### src/rtl/fifo_rd_stream.sv
// ============================================================================
// Module   : fifo_rd_stream
// Purpose  : Drains a 1-cycle-latency synchronous FIFO into a valid/ready
//            stream through a 2-entry skid buffer, counting delivered words.
// Revision : 1.0 - initial release
// ============================================================================
`default_nettype none

module fifo_rd_stream #(
  parameter int DATA_WIDTH = 8,
  parameter int CNT_WIDTH  = 16
) (
  input  logic                  clk,
  input  logic                  rst,
  input  logic                  fifo_empty,
  input  logic [DATA_WIDTH-1:0] fifo_data,
  output logic                  fifo_rd_en,
  output logic                  m_valid,
  output logic [DATA_WIDTH-1:0] m_data,
  input  logic                  m_ready,
  input  logic                  flush,
  output logic [CNT_WIDTH-1:0]  word_cnt,
  output logic                  busy
);

  typedef enum logic [1:0] {
    EMPTY = 2'd0,
    ONE   = 2'd1,
    TWO   = 2'd2
  } occ_t;

  occ_t                  occ_q, occ_d;
  logic                  inflight_q, inflight_d;
  logic                  m_valid_q, m_valid_d;
  logic [DATA_WIDTH-1:0] m_data_q, m_data_d;
  logic [DATA_WIDTH-1:0] skid_q, skid_d;
  logic [CNT_WIDTH-1:0]  word_cnt_q, word_cnt_d;

  logic                  pop;
  logic                  push;
  logic [2:0]            credit;
  logic                  rd_en;

  always_comb begin
    pop  = m_valid_q && m_ready;
    push = inflight_q;

    // Words held plus words in flight, net of the one leaving this cycle.
    // The encoding of occ_q equals its word count; pop implies occ >= 1.
    credit = {1'b0, occ_q} + {2'b00, inflight_q} - {2'b00, pop};
    rd_en  = !rst && !fifo_empty && !flush && (credit < 3'd2);

    occ_d      = occ_q;
    m_data_d   = m_data_q;
    skid_d     = skid_q;
    inflight_d = rd_en;
    word_cnt_d = word_cnt_q;

    case (occ_q)
      EMPTY: begin
        if (push) begin
          m_data_d = fifo_data;
          occ_d    = ONE;
        end
      end
      ONE: begin
        if (push && pop) begin
          m_data_d = fifo_data;
        end else if (push) begin
          skid_d = fifo_data;
          occ_d  = TWO;
        end else if (pop) begin
          occ_d = EMPTY;
        end
      end
      TWO: begin
        if (pop) begin
          m_data_d = skid_q;
          occ_d    = ONE;
        end
      end
      default: occ_d = EMPTY;
    endcase

    if (pop) begin
      word_cnt_d = word_cnt_q + 1'b1;
    end

    // A flushed in-flight word is simply never captured.
    if (flush) begin
      occ_d      = EMPTY;
      inflight_d = 1'b0;
    end

    m_valid_d = (occ_d != EMPTY);
  end

  always_ff @(posedge clk or posedge rst) begin
    if (rst) begin
      occ_q      <= EMPTY;
      inflight_q <= 1'b0;
      m_valid_q  <= 1'b0;
      m_data_q   <= '0;
      skid_q     <= '0;
      word_cnt_q <= '0;
    end else begin
      occ_q      <= occ_d;
      inflight_q <= inflight_d;
      m_valid_q  <= m_valid_d;
      m_data_q   <= m_data_d;
      skid_q     <= skid_d;
      word_cnt_q <= word_cnt_d;
    end
  end

  assign fifo_rd_en = rd_en;
  assign m_valid    = m_valid_q;
  assign m_data     = m_data_q;
  assign word_cnt   = word_cnt_q;
  assign busy       = (occ_q != EMPTY) || inflight_q;

endmodule

`default_nettype wire

### config.mk
export PLATFORM = sky130hd
export DESIGN_NAME = fifo_rd_stream
export DESIGN_NICKNAME = d
export VERILOG_FILES = /design/src/rtl/fifo_rd_stream.sv
export SDC_FILE = /design/constraint.sdc
export NUM_CORES = 1
export LEC_CHECK = 0
export CORE_ASPECT_RATIO = 1.5
export CORE_UTILIZATION = 45
export CTS_CLUSTER_DIAMETER = 100
export DETAILED_ROUTE_END_ITERATION = 8
export PLACE_DENSITY = 0.85
export SYNTH_ARGS = -nofsm -noshare
export SYNTH_HDL_FRONTEND = slang
export SYNTH_SLANG_ARGS = --single-unit
export TNS_END_PERCENT = 50
### constraint.sdc
create_clock -name clk -period 2.8 [get_ports clk]
set_input_delay 0.56 -clock clk [delete_from_list [all_inputs] [get_ports clk]]
set_output_delay 0.56 -clock clk [all_outputs]
set_load 0.005 [all_outputs]
# --- After elaboration in Yosys (flattened, before gate mapping) ---
# Index checks and enable logic that the tools add are counted.
totals:
  reg_bits: 36
  output_inout_bits: 27
  input_bits: 13
  elab_cells: 43
classes:
  n_bitwise: 1
  mux: 12
  add_sub_neg: 3
  reduce_logical: 15
  n_eq_ne: 5
  magnitude_cmp: 1
ops:
  columns: ["operator", "n"]
  rows:
  - ["8-bit 2-to-1 mux", 3]
  - ["8-bit case mux with 3 select lines", 1]
  - ["16-bit by 1-bit adder with 16-bit output, second input constant", 1]
  - ["2-bit 2-to-1 mux", 6]
  - ["2-bit != test, second input constant", 3]
  - ["2-bit case mux with 3 select lines", 1]
  - ["1-bit logical AND", 5]
  - ["4-bit AND reduction", 1]
  - ["2-bit nonzero test", 2]
  - ["2-bit by 1-bit adder with 3-bit output", 1]
  - ["1-bit logical NOT", 3]
  - ["3-bit by 2-bit < comparator with 1-bit output, second input constant", 1]
  - ["3-bit AND reduction", 1]
  - ["3-bit nonzero test", 1]
  - ["3-bit by 1-bit subtractor with 3-bit output", 1]
  - ["2-bit by 1-bit == test with 1-bit output, second input constant", 1]
  - ["2-bit == test, second input constant", 1]
  - ["2-bit logical NOT", 1]
  - ["1-bit logical OR", 1]
  - ["1-bit 2-to-1 mux", 1]
  - ["1-bit NOT", 1]

# --- Logic depth before layout (Yosys ltp) ---
# Gate-level depths: netlist of run 1.
logic_depth:
  depth_word: 7
  mapped_depth: 8

# --- Least setup slack after synthesis of run 1 ---
# No wires, ideal clock.
synth_path:
  kind: "input to output"
  start: "in m_ready"
  end: "out fifo_rd_en"
  setup_slack_ps: 279
  arrival_ps: 1961
  path_stages: 8
  path_cell_list: "and2_1 -> buf_6 -> inv_4 -> ha_1 -> nand2b_1 -> fa_1 -> xnor2_1 -> and4_1"
synth_via:
  elab_chain_cells: 4
synth_rtl:
  columns: ["item", "line_no", "rtl"]
  rows:
  - ["start: declaration", "20", "input logic m_ready,"]
  - ["1-bit logical AND", "45", "pop = m_valid_q && m_ready;"]
  - ["3-bit by 1-bit subtractor with 3-bit output", "50", "credit = {1'b0, occ_q} + {2'b00, inflight_q} - {2'b00, pop};"]
  - ["3-bit by 2-bit < comparator with 1-bit output", "51", "rd_en = !rst && !fifo_empty && !flush && (credit < 3'd2);"]
  - ["1-bit logical AND", "51", null]
  - ["end: declaration", "17", "output logic fifo_rd_en,"]
# No other way between the ends.

# --- Final worst setup path of run 1 ---
# Same ends and word-level chain as after synthesis.

==> tab_implementation.tex, run 1 <==
\begin{tabular}{lr}
\hline
Metric & Value \\
\hline
\multicolumn{2}{l}{\textbf{Status}} \\
Status & complete, no violations \\
\multicolumn{2}{l}{\textbf{Job}} \\
Max\_cap viols & 0 \\
\multicolumn{2}{l}{\textbf{STA}} \\
Clock period minus worst slack & approximately 2.6 ns \\
Final setup fails & 0 \\
Least-Margin Pin Slew & 0.456 ns \\
Unrepaired setup endpoints after global routing & no \\
Final worst hold slack & between 0.4 and 0.5 ns \\
FMAX & 381 MHz \\
Max-slew violation count & 0 \\
Max\_slew headroom & 0.695 \\
Count of final hold-check violations & 0 \\
Worst-case clock skew & between 0.005 and 0.006 ns \\
Final setup slack of the worst path & $\sim$0.18 ns \\
Fin crit share & 0.936 \\
Total Neg Setup Slack & 0 ns \\
\multicolumn{2}{l}{\textbf{Place}} \\
Cells after DPL & 220 \\
Hpwl dp & about 2500 µm \\
Total of buffers placed on input and output ports & 39 \\
Placed Area & around 0.0022 mm² \\
Worst slack at placement & -0.700 ns \\
Weighted congestion reported at the end of routability-driven placement & 0.759 \\
\multicolumn{2}{l}{\textbf{Die}} \\
Core Footprint & roughly 0.0037 mm² \\
I/O Pins & 40 \\
Die height & 78.8 µm \\
Row Count & 27 \\
Area of the die & between 0.004 and 0.005 mm² \\
Chip width & 53.2 µm \\
Initial core utilization & 0.476 \\
\multicolumn{2}{l}{\textbf{Setup path}} \\
WP data arrival & 2.06 ns \\
Type of the worst setup path & input port to output pin \\
Critical Path Source Type & input port \\
Slowest cell on the critical path & fa\_2 \\
Worst stage delay on the critical path & around 0.53 ns \\
Type of destination of the critical path & output pin \\
Cells along the critical path & clkbuf\_2 -> and2\_4 -> inv\_4 -> ha\_1 -> nand2b\_4 -> fa\_2 -> and4\_1 -> buf\_2 \\
Crit path max fanout & 2 \\
Worst path required time & roughly 2.2 ns \\
\multicolumn{2}{l}{\textbf{Logic synthesis}} \\
Synth Warn \# & 0 \\
Mapped Nets & $\sim$150 \\
Syn\_area\_per\_cell & between 10 and 15 µm² \\
Yosys reg bits & 36 \\
Top cells by area in the synthesized netlist & dfrtp\_1 51\%, mux2\_2 10\%, mux2\_4 6.8\% \\
Most common cell in the synthesized netlist & dfrtp\_1 \\
Sequential element share of the synthesized area & 0.509 \\
Area share of the largest cell type after synthesis & 0.509 \\
Most common flop cell mapped by yosys & dfrtp\_1 \\
Netlist area before placement & 0.00177 mm² \\
Count of distinct cell types in the synthesized netlist & 35 \\
Top cells by count, synth & 36 x dfrtp\_1, 16 x mux2\_2, 10 x xnor2\_1 \\
Number of instances in the synthesized netlist & 137 \\
Post-synth EDFFs & 0 \\
Async set or reset register ratio after synthesis & 1.00 \\
Top cell type by total area after synthesis & dfrtp\_1 \\
\multicolumn{2}{l}{\textbf{Drt}} \\
Number of routed nets with antenna violations & 0 \\
Detailed-route wire length per cell & about 15 µm \\
Drc violations & 0 \\
Post-detailed-route via-to-cell ratio & $\sim$5.3 \\
Total vias in the final route & roughly 1200 \\
Final wirelength & between 3000 and 4000 µm \\
Initial drt markers & 25 \\
Count of TritonRoute iterations in the first routing pass & 4 \\
\multicolumn{2}{l}{\textbf{CTS}} \\
Clock insertion delay at the later pin of the skew report & a little under 0.3 ns \\
Master cell of the clock root buffer & clkbuf\_8 \\
CTS tree & yes \\
Number of sinks driven by the clock tree & 36 \\
Number of CTS-inserted buffers & 5 \\
H-tree Lvls & 2 \\
Clock slew at the register clock pins of the worst setup and hold paths & $\sim$0.07 ns \\
CTS Buffer Depth & 2 \\
\multicolumn{2}{l}{\textbf{Cells and area}} \\
Nets & between 200 and 250 \\
Share of cells above drive strength 1 & 0.285 \\
Non-filler instance count after layout & 229 \\
Post-Route Utilization & 0.625 \\
Area of the multi-input gates & 823 µm² \\
Number of fill cells in the layout & 321 \\
Sequential cell area in the final layout & roughly 900 µm² \\
Total inserted antenna cells & 0 \\
Synthesis-to-finish area growth & 31.2\% \\
Summed area of non-filler cells in the final layout & between 0.002 and 0.0025 mm² \\
\multicolumn{2}{l}{\textbf{Pwr}} \\
Power per standard cell area & between 500 and 600 mW/mm² \\
Share of total power in sequential cells & 0.499 \\
Static Leakage & 1.07 nW \\
Largest vdd supply drop & 0.425 mV \\
Internal power of the cells & just over 1 mW \\
Gate power share & 0.221 \\
Switch share & 0.257 \\
Net Switching & 349 µW \\
Fraction of power consumed by the clock network & 0.279 \\
Tot Pwr & 1.36 mW \\
\multicolumn{2}{l}{\textbf{GRT}} \\
Maximum number of pins on one net before global-route repair & 38 \\
Overall Global Routing Usage & 0.198 \\
Wire length of the first global-routing pass & 6020 µm \\
Number of global-route vias before repair & roughly 1400 \\
Remaining global-route overflow & 0 \\
Number of antenna violations at the first check in global routing & 0 \\
\multicolumn{2}{l}{\textbf{Worst hold path}} \\
Hold Crit Class & flop to flop \\
\hline
\end{tabular}
## critical path, delay by kind of cell
kind	cells	cell delay (ns)
simple gates	3	0.47
fa+ha+maj	2	0.80
buf+inv	3	0.23
## what timing repair did
item,CTS,global route
hold buffers,0,0
buffers inserted,1,0
pin swaps,3,4
resized for setup,9,2
setup endpoints to repair,1,1
## cell families after synthesis
family / count (synthesis) / share of synthesized area
AOI/OAI and AO/OA: 8 / 0.0375
xor gates and xnor gates: 16 / 0.0792
adders and majority gates: 3 / 0.0255
buffers and inverters: 8 / 0.0368
DFF: 36 / 0.509
muxes: 25 / 0.175
and+or+nand+nor: 41 / 0.137
## final timing paths
path | start | endpoint | slack (ns) | cells past startpoint
worst max register to register | m_valid | inflight_q | 1.04 | 7
max in group asynchronous | rst | m_data[7] | 1.76 | 3
worst min register to register | word_cnt[15] | word_cnt[15] | 0.47 | 1
min in group asynchronous | rst | inflight_q | 0.72 | 3
worst max-delay path | m_ready | fifo_rd_en | 0.18 | 8
worst min-delay path | word_cnt[15] | word_cnt[15] | 0.47 | 1
## sequential cells by signal (all words and copies together) (netlist names)
signal      flops
m_data          8
inflight_q      1
m_valid         1
occ_q           2
word_cnt       16
skid_q          8
## power by group through the flow
stage                     clock network (mW)  logic, mW  registers [mW]
after floorplan                            0      0.130           0.679
after CTS                              0.394      0.306           0.681
after detailed placement                   0      0.302           0.689
after global placement                     0      0.294           0.681
final                                  0.380      0.301           0.679
after global routing                   0.407      0.331           0.694
## placed cells by master (no fill, tap or decap), drive strengths merged, types with 2 or more instances in the layout
cell type	count
clkdlybuf4s50	37
dfrtp	36
mux2	24
xnor2	10
nor2	9
buf	9
nand2	7
clkbuf	7
nand3	6
xor2	6
nand4	6
a21oi	4
and4	3
nand2b	3
ha	2
clkinv	2
inv	2
## cell type report
class / count / area share
repair buffers: 47 / 0.190
multi-input cells: 93 / 0.355
clock buffers: 6 / 0.0356
flip-flops and latches: 36 / 0.388
inverters: 2 / 0.00431
clock inverters: 2 / 0.00431
well taps: 43 / 0.0232
## layer usage
layer / GRT usage / part of all wire / routed length (µm) / vias up
met5: 0 / 0 / 0 / -
met2: 0.353 / 0.54 / 1810 / 41
met4: 0.0842 / 0.024 / 82 / 0
met3: 0.0613 / 0.054 / 182 / 9
met1: 0.205 / 0.38 / 1280 / 597
li1: - / - / - / 569
Power figures use the tool's default switching activity.
==> inputs of run 2 (changes only) <==
--- a/config.mk
+++ b/config.mk
@@ -10,6 +10,7 @@
 export CTS_CLUSTER_DIAMETER = 100
 export DETAILED_ROUTE_END_ITERATION = 8
 export PLACE_DENSITY = 0.85
+export SLEW_MARGIN = 15
 export SYNTH_ARGS = -nofsm -noshare
 export SYNTH_HDL_FRONTEND = slang
 export SYNTH_SLANG_ARGS = --single-unit
==> results of run 2 <==
The final DEF is identical to that of run 1; final timing and power are the same.
==> inputs of run 3 (changes only) <==
--- a/config.mk
+++ b/config.mk
@@ -6,10 +6,10 @@
 export NUM_CORES = 1
 export LEC_CHECK = 0
 export CORE_ASPECT_RATIO = 1.5
-export CORE_UTILIZATION = 45
+export CORE_UTILIZATION = 30
 export CTS_CLUSTER_DIAMETER = 100
 export DETAILED_ROUTE_END_ITERATION = 8
-export PLACE_DENSITY = 0.85
+export PLACE_DENSITY = 0.64
 export SLEW_MARGIN = 15
 export SYNTH_ARGS = -nofsm -noshare
 export SYNTH_HDL_FRONTEND = slang
==> tab_implementation.tex, run 3 (synthesis results as in run 1) <==
\begin{tabular}{lr}
\hline
Metric & Value \\
\hline
\multicolumn{2}{l}{\textbf{GRT}} \\
Maximum number of pins on one net before global-route repair & 36 \\
Remaining global-route overflow & 0 \\
Wire length of the first global-routing pass & roughly 5700 µm \\
Number of antenna violations at the first check in global routing & 0 \\
Number of global-route vias before repair & roughly 1200 \\
Overall Global Routing Usage & 0.121 \\
\multicolumn{2}{l}{\textbf{Cells and area}} \\
Summed area of non-filler cells in the final layout & between 0.002 and 0.0025 mm² \\
Flip-flop count of the largest register after layout & 16 \\
Synthesis-to-finish area growth & 32.0\% \\
Total inserted antenna cells & 0 \\
Most frequent standard cell in the layout excluding fill and tap cells & clkdlybuf4s50\_1 \\
Nets & 200 \\
Top library cells by usage in the layout, fill and taps aside & 37 x clkdlybuf4s50\_1, 36 x dfrtp\_1, 16 x mux2\_2, 9 x nor2\_1, 9 x xnor2\_1 \\
Post-Route Utilization & 0.419 \\
Share of cells above drive strength 1 & 0.277 \\
\multicolumn{2}{l}{\textbf{CTS}} \\
Number of CTS-inserted buffers & 5 \\
Clock slew at the register clock pins of the worst setup and hold paths & 0.07 ns \\
Count of hold-fix buffers inserted at cts & 0 \\
CTS Buffer Depth & 2 \\
Number of sinks driven by the clock tree & 36 \\
CTS tree & yes \\
H-tree Lvls & 2 \\
Clock insertion delay at the later pin of the skew report & roughly 0.28 ns \\
Master cell of the clock root buffer & clkbuf\_8 \\
Total setup buffers inserted after CTS & 0 \\
\multicolumn{2}{l}{\textbf{STA}} \\
Count of final hold-check violations & 0 \\
Clock period minus worst slack & $\sim$2.6 ns \\
Least-Margin Pin Slew & 0.453 ns \\
Max-slew violation count & 0 \\
Fin crit share & 0.935 \\
Final worst hold slack & 0.464 ns \\
Max\_slew headroom & 0.698 \\
Worst-case clock skew & just over 0.006 ns \\
Unrepaired setup endpoints after global routing & no \\
Final setup fails & 0 \\
Final setup slack of the worst path & about 0.18 ns \\
Total Neg Setup Slack & 0 ns \\
FMAX & 382 MHz \\
\multicolumn{2}{l}{\textbf{Setup path}} \\
Type of destination of the critical path & output pin \\
Worst reg-to-reg setup slack & about 1.0 ns \\
Reg2Reg Launch Point & m\_valid \\
Capture point of the worst reg-to-reg path & inflight\_q \\
Critical Path Source Type & input port \\
Number of cells on the worst reg-to-reg path & 7 \\
WP data arrival & between 2 and 2.5 ns \\
Critical path endpoint & fifo\_rd\_en \\
Type of the worst setup path & input port to output pin \\
Origin of the worst setup path & m\_ready \\
Crit path max fanout & 2 \\
Worst path required time & about 2.2 ns \\
\multicolumn{2}{l}{\textbf{Pwr}} \\
Static Leakage & around 1.0 nW \\
Largest vdd supply drop & slightly above 0.3 mV \\
Power per standard cell area & between 500 and 600 mW/mm² \\
\multicolumn{2}{l}{\textbf{Drt}} \\
Number of routed nets with antenna violations & 0 \\
Drc violations & 0 \\
Count of TritonRoute iterations in the first routing pass & 4 \\
Initial drt markers & 25 \\
Detailed-route wire length per cell & around 13 µm \\
Final wirelength & around 3300 µm \\
Post-detailed-route via-to-cell ratio & between 4 and 5 \\
Total vias in the final route & roughly 1200 \\
\multicolumn{2}{l}{\textbf{Die}} \\
Row Count & 33 \\
I/O Pins & 40 \\
Die height & roughly 96 µm \\
Initial core utilization & 0.317 \\
Area of the die & about 0.0062 mm² \\
Chip width & between 60 and 70 µm \\
Core Footprint & between 0.005 and 0.006 mm² \\
\multicolumn{2}{l}{\textbf{Worst hold path}} \\
Hold Crit Class & input port to async pin \\
\multicolumn{2}{l}{\textbf{Status}} \\
Status & complete, no violations \\
\multicolumn{2}{l}{\textbf{Place}} \\
Total of buffers placed on input and output ports & 39 \\
Worst slack at placement & -0.704 ns \\
Weighted congestion reported at the end of routability-driven placement & around 0.74 \\
Placed Area & 0.00224 mm² \\
Hpwl dp & roughly 2300 µm \\
\multicolumn{2}{l}{\textbf{Job}} \\
Max\_cap viols & 0 \\
\hline
\end{tabular}
## run 3: changes by cell type in the layout (fill, tap and decap cells not counted), sizes merged
cell	before	now
clkbuf	7	6
clkinvlp	0	1
clkinv	2	1
buf	9	8
## run 3: per-layer routing
layer  wire length, µm  vias to the layer above  track usage  part of all wire
li1                  -                      568            -                 -
met1              1430                      593        0.151              0.44
met2              1690                       35        0.202              0.52
met3               144                        2       0.0332             0.044
met4                17                        0       0.0333            0.0052
met5                 0                        -            0                 0
## run 3: power breakdown
group | internal [mW] | switching, mW
clock network | 0.168 | 0.178
registers | 0.607 | 0.0718
logic | 0.208 | 0.0893
total | 0.983 | 0.339
## run 3: through the flow
step | instances | power (mW)
floorplan | 137 | 0.809
global placement | 247 | 0.983
detailed placement | 247 | 0.989
CTS | 254 | 1.35
global route | 254 | 1.41
finish | 254 | 1.32
## run 3: cell type report
class	count	area, µm²
clock buffer	5	68.8
clock inverter	2	12.5
fill	559	3240
inverter	2	10.0
multi-input combinational	93	823
sequential	36	901
tap	70	87.6
timing repair buffer	46	433
## run 3: worst max-delay path, cell delays in order
cell,delay [ns]
clkbuf_2,0.09
and2_4,0.15
inv_4,0.03
ha_1,0.27
nand2b_4,0.14
fa_2,0.53
and4_1,0.18
buf_2,0.11
## run 3: worst min-delay path by stage
stage                            start            to  slack [ns]  depth (start not counted)
after CTS                          rst    inflight_q        0.47                          2
after floorplan           word_cnt[15]  word_cnt[15]        0.47                          1
final                              rst    inflight_q        0.46                          2
after global routing               rst    inflight_q        0.48                          2
after detailed placement  word_cnt[15]  word_cnt[15]        0.46                          1
after global placement    word_cnt[15]  word_cnt[15]        0.46                          1
## run 3: repair_timing
| action | in CTS | in global routing |
|---|---|---|
| resized for setup | 10 | 1 |
| hold endpoints to repair | 0 | 0 |
| pin swaps | 3 | 3 |
| setup endpoints to repair | 1 | 1 |
